<file path="src/rtl/uart_pkg.sv">
// Shared definitions for the UART receive framer: parity modes, FSM states,
// error-flag bit positions and a 3-input majority helper.
package uart_pkg;

    localparam int PAR_NONE = 0;
    localparam int PAR_ODD  = 1;
    localparam int PAR_EVEN = 2;

    localparam int ERR_FRAME   = 0;
    localparam int ERR_PARITY  = 1;
    localparam int ERR_OVERRUN = 2;

    typedef enum logic [2:0] {
        IDLE,
        START,
        DATA,
        PARITY,
        STOP,
        BREAK
    } rx_state_t;

    function automatic logic maj3(input logic [2:0] s);
        return (s[0] & s[1]) | (s[0] & s[2]) | (s[1] & s[2]);
    endfunction

endpackage

</file>
<file path="src/rtl/uart_majority3.sv">
// Sliding 3-sample window over a serial stream with a majority-vote output.
// The window is the two previous samples plus the current one.
module uart_majority3
    import uart_pkg::*;
(
    input  logic rx_sampler_clk,
    input  logic rx_sampler_reset,
    input  logic sample,
    output logic maj
);

    logic [1:0] hist_reg;

    always_ff @(posedge rx_sampler_clk or negedge rx_sampler_reset) begin
        if (!rx_sampler_reset) begin
            hist_reg <= 2'b11;
        end else begin
            hist_reg <= {hist_reg[0], sample};
        end
    end

    assign maj = maj3({hist_reg, sample});

endmodule

</file>
<file path="src/rtl/uart_rx_frame.sv">
// UART receive framer clocked at OVERSAMPLE x baud with majority voting,
// valid/ready output and sticky errors. Define UART_RX_BREAK_DETECT_EN for break_o.
module uart_rx_frame
    import uart_pkg::*;
#(
    parameter int DATA_BITS  = 8,
    parameter int OVERSAMPLE = 3,
    parameter int PARITY     = 0,
    parameter int STOP_BITS  = 1
) (
    input  logic                 rx_sampler_clk,
    input  logic                 rx_sampler_reset,
    input  logic                 rx_i,
    output logic [DATA_BITS-1:0] data_o,
    output logic                 valid_o,
    input  logic                 ready_i,
    output logic [2:0]           err_o,
    input  logic                 err_clr_i,
    output logic                 busy_o
`ifdef UART_RX_BREAK_DETECT_EN
    ,
    output logic                 break_o
`endif
);

    localparam int CNT_W = $clog2(OVERSAMPLE);
    localparam int BIT_W = $clog2(DATA_BITS);
    localparam logic [CNT_W-1:0] VOTE_CNT = CNT_W'(OVERSAMPLE / 2 + 1);
    localparam logic [CNT_W-1:0] LAST_CNT = CNT_W'(OVERSAMPLE - 1);
    localparam logic [BIT_W-1:0] LAST_BIT = BIT_W'(DATA_BITS - 1);

    logic [1:0]           sync_reg;
    logic                 rxs;
    logic                 vote;
    logic                 vote_now;
    logic                 wrap;
    logic                 stop_final;
    logic                 par_expect;
    logic                 deliver;
    logic                 frame_err;

    rx_state_t            state_reg, state_next;
    logic [CNT_W-1:0]     cnt_reg, cnt_next;
    logic [BIT_W-1:0]     bitno_reg, bitno_next;
    logic [DATA_BITS-1:0] shift_reg, shift_next;
    logic [DATA_BITS-1:0] data_reg, data_next;
    logic                 par_err_reg, par_err_next;
    logic                 stop_idx_reg, stop_idx_next;
    logic                 valid_reg, valid_next;
    logic [2:0]           err_reg, err_next;
`ifdef UART_RX_BREAK_DETECT_EN
    logic                 par_bit_reg, par_bit_next;
    logic                 brk_reg, brk_next;
    logic                 brk_evt;
`endif

    // Synchroniser idles high so reset never looks like a start bit.
    always_ff @(posedge rx_sampler_clk or negedge rx_sampler_reset) begin
        if (!rx_sampler_reset) begin
            sync_reg <= 2'b11;
        end else begin
            sync_reg <= {sync_reg[0], rx_i};
        end
    end

    assign rxs = sync_reg[1];

    uart_majority3 u_vote (
        .rx_sampler_clk   (rx_sampler_clk),
        .rx_sampler_reset (rx_sampler_reset),
        .sample           (rxs),
        .maj              (vote)
    );

    assign vote_now   = (cnt_reg == VOTE_CNT);
    assign wrap       = (cnt_reg == LAST_CNT);
    assign stop_final = (STOP_BITS == 1) || stop_idx_reg;
    assign par_expect = (PARITY == PAR_ODD) ? ~(^shift_reg) : (^shift_reg);

    always_comb begin
        state_next    = state_reg;
        cnt_next      = wrap ? '0 : cnt_reg + 1'b1;
        bitno_next    = bitno_reg;
        shift_next    = shift_reg;
        data_next     = data_reg;
        par_err_next  = par_err_reg;
        stop_idx_next = stop_idx_reg;
        valid_next    = valid_reg;
        err_next      = err_clr_i ? 3'b000 : err_reg;
        deliver       = 1'b0;
        frame_err     = 1'b0;
`ifdef UART_RX_BREAK_DETECT_EN
        par_bit_next  = par_bit_reg;
        brk_next      = err_clr_i ? 1'b0 : brk_reg;
        brk_evt       = 1'b0;
`endif

        if (valid_reg && ready_i) begin
            valid_next = 1'b0;
        end

        case (state_reg)
            IDLE: begin
                cnt_next = '0;
                if (!rxs) begin
                    // The detecting sample is index 0 of the start bit.
                    state_next    = START;
                    cnt_next      = CNT_W'(1);
                    par_err_next  = 1'b0;
                    stop_idx_next = 1'b0;
                end
            end
            START: begin
                if (vote_now && vote) begin
                    state_next = IDLE;
                end else if (wrap) begin
                    state_next = DATA;
                    bitno_next = '0;
                end
            end
            DATA: begin
                if (vote_now) begin
                    shift_next = {vote, shift_reg[DATA_BITS-1:1]};
                end
                if (wrap) begin
                    if (bitno_reg == LAST_BIT) begin
                        state_next = (PARITY != PAR_NONE) ? uart_pkg::PARITY : STOP;
                    end else begin
                        bitno_next = bitno_reg + 1'b1;
                    end
                end
            end
            uart_pkg::PARITY: begin
                if (vote_now) begin
                    par_err_next = (vote != par_expect);
`ifdef UART_RX_BREAK_DETECT_EN
                    par_bit_next = vote;
`endif
                end
                if (wrap) begin
                    state_next = STOP;
                end
            end
            STOP: begin
                if (vote_now && !vote) begin
                    state_next = IDLE;
`ifdef UART_RX_BREAK_DETECT_EN
                    if ((shift_reg == '0) && ((PARITY == PAR_NONE) || !par_bit_reg)) begin
                        state_next = BREAK;
                        cnt_next   = '0;
                        brk_evt    = 1'b1;
                    end else begin
                        frame_err = 1'b1;
                    end
`else
                    frame_err = 1'b1;
`endif
                end else if (vote_now && stop_final) begin
                    // Leave before the bit ends so the next start edge is not missed.
                    state_next = IDLE;
                    deliver    = 1'b1;
                end else if (wrap) begin
                    stop_idx_next = 1'b1;
                end
            end
`ifdef UART_RX_BREAK_DETECT_EN
            BREAK: begin
                // cnt counts consecutive idle-level samples here.
                if (!rxs) begin
                    cnt_next = '0;
                end else if (wrap) begin
                    state_next = IDLE;
                end
            end
`endif
            default: begin
                state_next = IDLE;
                cnt_next   = '0;
            end
        endcase

        if (deliver) begin
            if (!valid_reg || ready_i) begin
                data_next  = shift_reg;
                valid_next = 1'b1;
            end else begin
                err_next[ERR_OVERRUN] = 1'b1;
            end
            if (par_err_reg) begin
                err_next[ERR_PARITY] = 1'b1;
            end
        end
        if (frame_err) begin
            err_next[ERR_FRAME] = 1'b1;
        end
`ifdef UART_RX_BREAK_DETECT_EN
        if (brk_evt) begin
            brk_next = 1'b1;
        end
`endif
    end

    always_ff @(posedge rx_sampler_clk or negedge rx_sampler_reset) begin
        if (!rx_sampler_reset) begin
            state_reg    <= IDLE;
            cnt_reg      <= '0;
            bitno_reg    <= '0;
            shift_reg    <= '0;
            data_reg     <= '0;
            par_err_reg  <= 1'b0;
            stop_idx_reg <= 1'b0;
            valid_reg    <= 1'b0;
            err_reg      <= 3'b000;
`ifdef UART_RX_BREAK_DETECT_EN
            par_bit_reg  <= 1'b0;
            brk_reg      <= 1'b0;
`endif
        end else begin
            state_reg    <= state_next;
            cnt_reg      <= cnt_next;
            bitno_reg    <= bitno_next;
            shift_reg    <= shift_next;
            data_reg     <= data_next;
            par_err_reg  <= par_err_next;
            stop_idx_reg <= stop_idx_next;
            valid_reg    <= valid_next;
            err_reg      <= err_next;
`ifdef UART_RX_BREAK_DETECT_EN
            par_bit_reg  <= par_bit_next;
            brk_reg      <= brk_next;
`endif
        end
    end

    assign data_o  = data_reg;
    assign valid_o = valid_reg;
    assign err_o   = err_reg;
    assign busy_o  = (state_reg != IDLE);
`ifdef UART_RX_BREAK_DETECT_EN
    assign break_o = brk_reg;
`endif

endmodule

</file>
<file path="config.mk">
export PLATFORM = sky130hd
export DESIGN_NAME = uart_rx_frame
export DESIGN_NICKNAME = d
export VERILOG_FILES = /design/src/rtl/uart_pkg.sv /design/src/rtl/uart_majority3.sv /design/src/rtl/uart_rx_frame.sv
export SDC_FILE = /design/constraint.sdc
export NUM_CORES = 1
export LEC_CHECK = 0
export ABC_CLOCK_PERIOD_IN_PS = 1700
export CAP_MARGIN = 20
export CORE_UTILIZATION = 53
export CTS_CLUSTER_DIAMETER = 80
export DETAILED_ROUTE_END_ITERATION = 16
export PLACE_DENSITY_LB_ADDON = 0.12
export SYNTH_ARGS = -nofsm -noshare
export SYNTH_HDL_FRONTEND = slang
export SYNTH_SLANG_ARGS = --single-unit
</file>
<file path="constraint.sdc">
create_clock -name rx_sampler_clk -period 1.7 [get_ports rx_sampler_clk]
set_input_delay 0.255 -clock rx_sampler_clk [delete_from_list [all_inputs] [get_ports rx_sampler_clk]]
set_output_delay 0.255 -clock rx_sampler_clk [all_outputs]
set_load 0.02 [all_outputs]
</file>
==> results.yml, run 1 <==
status:
  status: "complete, no violations"
detailed_routing:
  routed-via-count: 921
  drt-pass1-iter-count: 4
  drc: 0
  drt-vias-per-instance: 5.51
  drtIter0Drc: 7
  drt.antenna.violating_nets: 0
  finalWirelength_um: 2470
  detail_route.wl_per_cell_um: 14.8
worst_setup_path:
  critPathKind: "flop to flop"
  crit_path_max_incr_delay_ns: 0.39
  worstPathMaxFanout: 6
  r2r-start: "sync_reg[1]$_DFF_PN1_"
  worstSetupStartpointType: "flop"
  cp_data_required_time_ns: 1.93
  timing.rr.end: "bitno_reg[0]$_DFFE_PN0P_"
  number_of_cells_on_the_worst_reg_to_reg_path: 5
  setup.reg_to_reg.worst_slack_ns: 0.09
  cp_cell_sequence: "maj3_2 -> buf_4 -> nor3b_1 -> o21ai_0 -> mux2_2"
  arrival_ns: 1.83
  critPathSlowestCell: "dfstp_2"
  cp-end-kind: "flop"
die:
  die_height_um: 53.9
  floorplan.io_pins: 18
  core_area_um2: 2500
  chipWidth_um: 53.9
  floorplan.initialDensity: 0.571
  num_rows: 18
  fp.dieArea_um2: 2900
power_and_ir_drop:
  combinational_cell_fraction_of_total_power: 0.291
  power.switching_w: 0.000698
  seqPwrFrac: 0.444
  total_leakage_power_nw: 0.800
  intPower_w: 0.00161
  vdd_ir_drop_max_uv: 1040
  total_power_w: 0.00230
  power.density_cell_area_nw_per_um2: 1320
  clock_power_share: 0.265
  power.share.switching: 0.303
clock_network:
  clkLatencyLatePin_ns: 0.34
  tritoncts.num_buffers: 5
  cts_setup_buffers: 0
  cts_tree: "done"
  worst_setup_hold_path_clk_slew_ns: 0.10
  post_cts_resized: 2
  htree_levels: 2
  max-clock-path-buffers: 2
  clk_root_buffer_cell: "clkbuf_4"
  numClockSinks: 33
  hold_buffers: 0
global_route:
  grt_overflow: 0
  grt_antenna_before_repair: 0
  grt_util_all_layers: 0.198
  largest_net_degree_at_the_start_of_global_routing: 34
  grt_first_pass_wirelength_um: 3790
  grt_pass1_vias: 860
layout:
  most-common-layout-cells: "dfrtp_1 (29), mux2_2 (17), clkdlybuf4s50_1 (16)"
  layout-drive-gt1-share: 0.299
  antenna_cells_inserted: 0
  layout.cells.most_common: "dfrtp_1"
  synthToLayoutAreaGrowth_pct: 22.5
  final_net_count: 143
placement:
  input_output_buffers: 17
  finalWeightedCongestion: 0.797
  detailed_place_hpwl_um: 1620
  pre_cts_ws_ns: 0.104
sta:
  grt_setup_unrepaired: "no"
  worst_clock_skew_ns: 0.00630
  fin_ws_ns: 0.0928
  worstMarginPinSlew_ns: 0.405
  slew_headroom: 0.730
  finalHoldViolCount: 0
  finalSetupViolations: 0
  max_freq_ghz: 0.622
  period_needed_ns: 1.61
  fraction_of_the_cycle_the_final_worst_path_needs: 0.945
  fin_tns_setup_ns: 0
  finalMaxSlewViolations: 0
yosys:
  postSynthRegisterBits: 33
  fraction_of_the_yosys_area_taken_by_sequential_cells: 0.582
  synthesis.instances: 108
  synthesis.nets: 115
  mappedNetlistArea_um2: 1430
  synth_warnings: 0
  synth.avg_cell_area_um2: 13.2
  netlist-cell-type-count: 33
run:
  cap_violations: 0
worst_hold_path:
  hold_class: "input port to async pin"
## cells by family (layout without fill, tap and decap cells)
kind of cell,Yosys count,count (layout),share of synthesized area
flops,33,33,0.582
simple gates,26,26,0.115
mux,17,17,0.134
compound gates,15,15,0.0649
xor+xnor,7,7,0.0526
buf+inv,7,36,0.0254
fa+ha+maj,3,3,0.0254
## through the flow
stage,cell area (µm²),utilization,hold slack [ns],instances
final,1750,0.699,0.311,167
after global routing,1750,0.699,0.288,167
after CTS,1750,0.701,0.295,167
after detailed placement,1670,0.667,0.347,159
after global placement,1670,0.667,0.348,159
after floorplan,1430,-,-0.0406,108
## area by class of cell
class	instances	area, µm²
Sequential cell	33	831
Clock buffer	7	55.1
Timing Repair Buffer	24	218
Fill cell	195	752
Inverter	4	17.5
Clock inverter	1	30.0
Tap cell	30	37.5
Multi-Input combinational cell	68	559
## worst max-delay path, delay by kind of cell (launching register included)
| kind | cells | cell delay (ns) |
|---|---|---|
| simple gates | 1 | 0.17 |
| fa+ha+maj | 1 | 0.30 |
| flops | 1 | 0.39 |
| buf+inv | 1 | 0.16 |
| compound gates | 1 | 0.17 |
| mux | 1 | 0.31 |
## layer usage
layer	track usage	share of wire	vias up
met5	0	0	-
met1	0.251	0.50	447
li1	-	-	445
met2	0.282	0.42	21
met3	0.0960	0.053	8
met4	0.0921	0.019	0
## worst max-delay path by stage
stage                             startpoint                        to  slack [ns]  cells after the start
CTS                 state_reg[1]$_DFFE_PN0P_                    busy_o        0.02                      2
detailed placement     sync_reg[1]$_DFF_PN1_  bitno_reg[0]$_DFFE_PN0P_        0.10                      5
floorplan              sync_reg[1]$_DFF_PN1_     data_o[0]$_DFFE_PN0P_        0.18                      4
global placement    state_reg[1]$_DFFE_PN0P_                    busy_o        0.17                      2
global route           sync_reg[1]$_DFF_PN1_  bitno_reg[0]$_DFFE_PN0P_       0.001                      5
finish                 sync_reg[1]$_DFF_PN1_  bitno_reg[0]$_DFFE_PN0P_        0.09                      5
## cells in the mapped netlist (all sizes together)
master / count / area, µm²
a21oi: 2 / 10.0
a22o: 2 / 17.5
a31oi: 1 / 6.26
and2b: 2 / 15.0
and4: 1 / 8.76
and4b: 1 / 10.0
buf: 1 / 11.3
clkbuf: 2 / 7.51
dfrtp: 29 / 726
dfstp: 4 / 105
ha: 2 / 25.0
inv: 4 / 17.5
maj3: 1 / 11.3
mux2: 17 / 191
nand2: 4 / 17.5
nand2b: 2 / 12.5
nand3: 2 / 10.0
nand4: 1 / 6.26
nor2: 6 / 25.0
nor3: 3 / 15.0
nor3b: 1 / 7.51
nor4: 1 / 21.3
nor4b: 1 / 8.76
o21ai: 7 / 35.0
o22ai: 1 / 6.26
o32ai: 2 / 17.5
or3: 1 / 6.26
xnor2: 6 / 52.6
xnor3: 1 / 22.5
## power by group through the flow
stage,combinational (W),clock (W),sequential [W]
global route,0.000750,0.000661,0.00104
detailed placement,0.000690,0,0.00103
CTS,0.000685,0.000630,0.00102
floorplan,0.000500,0,0.00102
finish,0.000671,0.000610,0.00102
global placement,0.000672,0,0.00103
(Power assumes the default switching activity.)
==> run 2: changes to the inputs <==
--- a/config.mk
+++ b/config.mk
@@ -5,11 +5,13 @@
 export SDC_FILE = /design/constraint.sdc
 export NUM_CORES = 1
 export LEC_CHECK = 0
+export ABC_AREA = 1
 export ABC_CLOCK_PERIOD_IN_PS = 1700
 export CAP_MARGIN = 20
-export CORE_UTILIZATION = 53
+export CORE_UTILIZATION = 55
 export CTS_CLUSTER_DIAMETER = 80
 export DETAILED_ROUTE_END_ITERATION = 16
+export GPL_TIMING_DRIVEN = 0
 export PLACE_DENSITY_LB_ADDON = 0.12
 export SYNTH_ARGS = -nofsm -noshare
 export SYNTH_HDL_FRONTEND = slang
==> run 2 against run 1 <==
  * Critical path depth unchanged
  * Fmax decreased by 1.6%
  * Cell area grew 10%
  * Synthesized area increased by 13%
  * Largest power group unchanged
  * Flip-flop and latch count did not move
  * Sequential power fell by 9%
  * Non-clock buffer count decreased by 1
==> results.yml, run 2 <==
status:
  status: "complete, no violations"
power_and_ir_drop:
  power.density_cell_area_nw_per_um2: 1030
  total_power_w: 0.00198
  vdd_ir_drop_max_uv: 1060
  total_leakage_power_nw: 0.948
global_route:
  grt_overflow: 0
  grt_first_pass_wirelength_um: 5480
  grt_antenna_before_repair: 0
  largest_net_degree_at_the_start_of_global_routing: 21
  grt_pass1_vias: 1282
  grt_util_all_layers: 0.229
layout:
  layout-drive-gt1-share: 0.183
  antenna_cells_inserted: 0
  most-common-layout-cells: "nand2_1 (79), dfrtp_1 (29), inv_1 (25)"
  final_net_count: 230
  finalCoreUtilization: 0.697
  design_area_um2: 1920
  layout.cells.most_common: "nand2_1"
  synthToLayoutAreaGrowth_pct: 19.8
detailed_routing:
  drt.antenna.violating_nets: 0
  detail_route.wl_per_cell_um: 12.0
  drc: 0
  routed-via-count: 1295
  drtIter0Drc: 53
  drt-pass1-iter-count: 4
  finalWirelength_um: 3050
  drt-vias-per-instance: 5.08
sta:
  finalSetupViolations: 0
  fraction_of_the_cycle_the_final_worst_path_needs: 0.961
  slew_headroom: 0.521
  fin_tns_setup_ns: 0
  worstMarginPinSlew_ns: 0.716
  worst_clock_skew_ns: 0.0180
  finalMaxSlewViolations: 0
  period_needed_ns: 1.63
  max_freq_ghz: 0.612
  finalHoldViolCount: 0
  grt_setup_unrepaired: "no"
worst_setup_path:
  worstPathMaxFanout: 3
  cp_data_required_time_ns: 1.44
  worstSetupStartpointType: "flop"
  cp-end-kind: "output pin"
  arrival_ns: 1.38
  critPathKind: "flop to output pin"
clock_network:
  tritoncts.num_buffers: 5
  max-clock-path-buffers: 2
  numClockSinks: 33
  clk_root_buffer_cell: "clkbuf_4"
  worst_setup_hold_path_clk_slew_ns: 0.11
  hold_buffers: 0
  htree_levels: 2
  cts_tree: "done"
  clkLatencyLatePin_ns: 0.35
yosys:
  synthesis.nets: 202
  fraction_of_the_yosys_area_taken_by_sequential_cells: 0.518
  most_frequent_cells_after_synthesis: "nand2_1 (79), dfrtp_1 (29), inv_1 (25)"
  synthesis.instances: 195
  synth_top_cell_by_area: "dfrtp_1"
  yosysTopAreaCellShare: 0.452
  postSynthRegisterBits: 33
  synth.avg_cell_area_um2: 8.23
  post_synth_main_area_contributors: "dfrtp_1 (45%), nand2_1 (18%), dfstp_2 (6.5%)"
  yosys.cell_count.top_type: "nand2_1"
  synth_warnings: 0
  dominant_register_cell_in_the_synthesized_netlist: "dfrtp_1"
  netlist-cell-type-count: 22
  post_synth_edffs: 0
  mappedNetlistArea_um2: 1610
  asyncSetResetFlopFracSynth: 1.00
placement:
  input_output_buffers: 17
  detailed_place_hpwl_um: 2190
  finalWeightedCongestion: 0.888
  placed_area_um2: 1840
die:
  fp.dieArea_um2: 3140
  floorplan.initialDensity: 0.582
  die_height_um: 56.0
  floorplan.io_pins: 18
  core_area_um2: 2760
  chipWidth_um: 56.0
  num_rows: 19
worst_hold_path:
  hold_class: "input port to flop"
run:
  cap_violations: 0
run 2: cell count changes after synthesis, sizes merged, moves of 6 or more:
cell   delta
mux2     -17
inv      +24
xnor2     -6
nand2    +81
o21ai    +16
nand3     +7
run 2: worst paths after layout:
kind | from | end | slack (ns) | cells past startpoint
min in group asynchronous | rx_sampler_reset | data_o[7]$_DFFE_PN0P_ | 0.34 | 1
max in group asynchronous | rx_sampler_reset | u_vote.hist_reg[0]$_DFF_PN1_ | 0.74 | 2
hold / removal | rx_i | sync_reg[0]$_DFF_PN1_ | 0.32 | 1
setup reg to reg | u_vote.hist_reg[1]$_DFF_PN1_ | data_o[6]$_DFFE_PN0P_ | 0.19 | 8
setup / recovery | state_reg[1]$_DFFE_PN0P_ | busy_o | 0.07 | 5
hold reg to reg | sync_reg[0]$_DFF_PN1_ | sync_reg[1]$_DFF_PN1_ | 0.36 | 0
run 2: final cells by class:
cell class	count	area (µm²)
Tap cell	31	38.8
Clock buffer	6	41.3
Multi-Input combinational cell	132	661
Inverter	28	105
Fill cell	225	835
Sequential cell	33	831
Buffer	2	16.3
Clock inverter	2	10.0
Timing Repair Buffer	21	220
run 2: stage by stage:
step | setup WS (ns) | hold WS [ns] | instances
after floorplan | 0.341 | -0.0406 | 195
after global placement | -0.207 | 0.346 | 243
after detailed placement | 0.120 | 0.347 | 244
after CTS | 0.0146 | 0.307 | 254
after global routing | 0.0274 | 0.315 | 255
final | 0.0658 | 0.317 | 255
run 2: critical path, cell delays in order (launching register included):
cell and delay [ns]:
dfrtp_1 0.41, inv_1 0.10, nand2_1 0.07, nor2_2 0.13, inv_1 0.05, clkdlybuf4s15_1 0.28
run 2: logic make-up (layout without fill, tap and decap cells):
family                   Yosys count  count (layout)  share of synthesized area
AO/OA/AOI/OAI                     28              28                      0.116
adder cells (fa/ha/maj)            2               2                     0.0156
buffers and inverters             30              59                     0.0756
flip-flops                        33              33                      0.518
AND/OR/NAND/NOR                  102             102                      0.275
run 2: power breakdown:
group	internal [W]	switching (W)
combinational	0.000239	0.000396
sequential	0.000865	0.0000653
clock	0.000157	0.000260
total	0.00126	0.000721
run 2: routing by layer:
layer	global-route usage	vias to the layer above	wire length (µm)
li1	-	664	-
met1	0.282	601	1390
met2	0.367	26	1470
met3	0.0581	4	142
met4	0.122	0	38
met5	0	-	0
run 2: repair_timing:
action                     in CTS  in global routing
setup endpoints to repair       1                  3
gates resized for setup         2                  2
setup buffers                   2                  1
pin swaps                       0                  1
==> edit (settings of run 1) <==
The parameter `PARITY` goes from 0 to 1.
--- a/src/rtl/uart_rx_frame.sv
+++ b/src/rtl/uart_rx_frame.sv
@@ -5,7 +5,7 @@
 #(
     parameter int DATA_BITS  = 8,
     parameter int OVERSAMPLE = 3,
-    parameter int PARITY     = 0,
+    parameter int PARITY     = 1,
     parameter int STOP_BITS  = 1
 ) (
     input  logic                 rx_sampler_clk,
Behaviour: no difference found for any inputs over 10 cycles, from zero or initial values and one cycle with rx_sampler_reset low; that may be too few to reach the edited logic, so the function may still have changed.
==> edit against run 1 <==
- worst setup slack better by 0.011 ns
- synthesized area grew 3.9%
- die area grew 3.8%
- total power shrank 11%
- first-iteration DRC count grew 57%
- sequential cell count unchanged
- largest cell class unchanged
- hold slack improved by 0.0013 ns
- design area grew 2.9%
- non-clock buffer count increased by 2
- utilization increased by 0.16 points
- critical path depth is 1 lower
- wire length is essentially flat
==> edit: results (changes against run 1) <==
- First-pass GRT wire length: 4.16 mm (+9.8%)
- GR Util met1: 26.5% (+1.4 points)
- Routed len/inst: 14.3 µm (-3.4%)
- VDD IR max: 0.819 mV (-21%)
- Share of flip-flops with an asynchronous set or reset: 100% (unchanged)
- Filler cells: 209 (+7.2%)
- Post-synthesis sequential area ratio: 56.0% (-2.2 points)
- Commonest cells post-synth: 29 x dfrtp_1, 8 x mux2_2, 8 x mux2_4
- Pre-CTS setup slack: 0.101 ns (-0.00249 ns)
- Setup Crit Path Kind: reg2reg
- Max stage delay on crit path: 0.43 ns (+0.04 ns)
- Hold Crit Class: in2async
- Total track usage: 20.7% (+0.85 points)
- Clock skew: 0.00939 ns (+0.00309 ns)
- CP max stage cell: dfrtp_1
- GPL Wtd Cong: 0.810 (+1.6%)
- Sw frac: 30.7% (+0.43 points)
- Slew @ Worst Pin: 0.396 ns (-0.00940 ns)
- Placed inst area: 1740 µm² (+4.1%)
- Outcome: finished clean
- Most numerous cell in the Yosys netlist: dfrtp_1
- Top cells by area, synth: dfrtp_1 49%, mux2_4 8.1%, dfstp_2 7.1%
- Cell leakage power: 0.850 nW (+6.3%)
- Mapped Nets: 119 (+3.5%)
- Net count, final: 149 (+4.2%)
- HPWL Detailed: 1.74 mm (+7.3%)
- Area of the multi-input gates: 621 µm² (+11%)
- Arr. time, crit path: around 1.8 ns
- DRT iter0 DRCs: 11 (+4)
- Top delay family on crit path: simple AND/OR/NAND/NOR gates
- Worst-path maximum fanout: 8 (+2)
- Ratio of cells with drive above 1 in the final layout: 30.8% (+0.84 points)
- M3 GR Usage: 8.47% (-1.1 points)
- Vias/cell: 5.52 (about the same)
- RR Startpoint: cnt_reg[0]$_DFF_PN0_
- GR Layer Usage met2: 30.9% (+2.7 points)
[edit: cell types whose count changed after synthesis, moves of 2 or more]
cell            run 1  this run
mux2_2             17         8
mux2_4              0         8
and2b_1             2         0
nand2_1             3         5
nor3_1              3         1
nor4_1              0         2
o22ai_1             1         3
o32ai_1             2         0
[edit: worst paths after layout]
path	end	slack, ns	cells past startpoint
hold reg to reg	sync_reg[1]$_DFF_PN1_	0.36	0
hold / removal	err_o[1]$_DFF_PN0_	0.31	2
setup / recovery	shift_reg[1]$_DFFE_PN0P_	0.10	4
min in group rx_sampler_clk	sync_reg[0]$_DFF_PN1_	0.33	1
max in group asynchronous	u_vote.hist_reg[1]$_DFF_PN1_	1.06	2
setup reg to reg	shift_reg[1]$_DFFE_PN0P_	0.10	4
[edit: cell families after synthesis]
group	count (synthesis)	synth area share (%)
and+or+nand+nor	29	12.2
muxes	17	14.9
buffers and inverters	7	2.53
adders and majority gates	3	2.45
xor gates and xnor gates	7	5.06
AOI/OAI and AO/OA	16	6.92
DFF	33	56.0
[edit: power by group through the flow]
| stage | Clock (mW) | Sequential (mW) | Combinational, mW |
|---|---|---|---|
| finish | 0.461 | 1.01 | 0.590 |
| global route | 0.518 | 1.03 | 0.650 |
| floorplan | 0 | 1.00 | 0.428 |
| CTS | 0.481 | 1.01 | 0.591 |
| detailed placement | 0 | 1.03 | 0.599 |
| global placement | 0 | 1.02 | 0.582 |
[edit: final cells by class]
class	instances	share of cell area [%]
flip-flops and latches	33	46.2
multi-input cells	72	34.5
repair buffers	26	12.9
clock buffers	7	3.06
well taps	30	2.09
inverters	4	0.834
clock inverters	1	0.417
[edit: stage by stage]
| step | std cells | power (mW) |
|---|---|---|
| global placement | 165 | 1.60 |
| CTS | 173 | 2.08 |
| global route | 173 | 2.20 |
| detailed placement | 165 | 1.62 |
| floorplan | 112 | 1.43 |
| finish | 173 | 2.06 |
[edit: what timing repair did]
item	CTS	global route
hold buffers	0	0
buffers inserted	0	0
resized for setup	4	1
endpoints found under the setup margin	1	2
[edit: layer usage]
metal | up-vias | routed length (µm)
met5 | - | 0
met4 | 0 | 24
met3 | 4 | 148
met2 | 32 | 1120
met1 | 458 | 1170
li1 | 461 | -
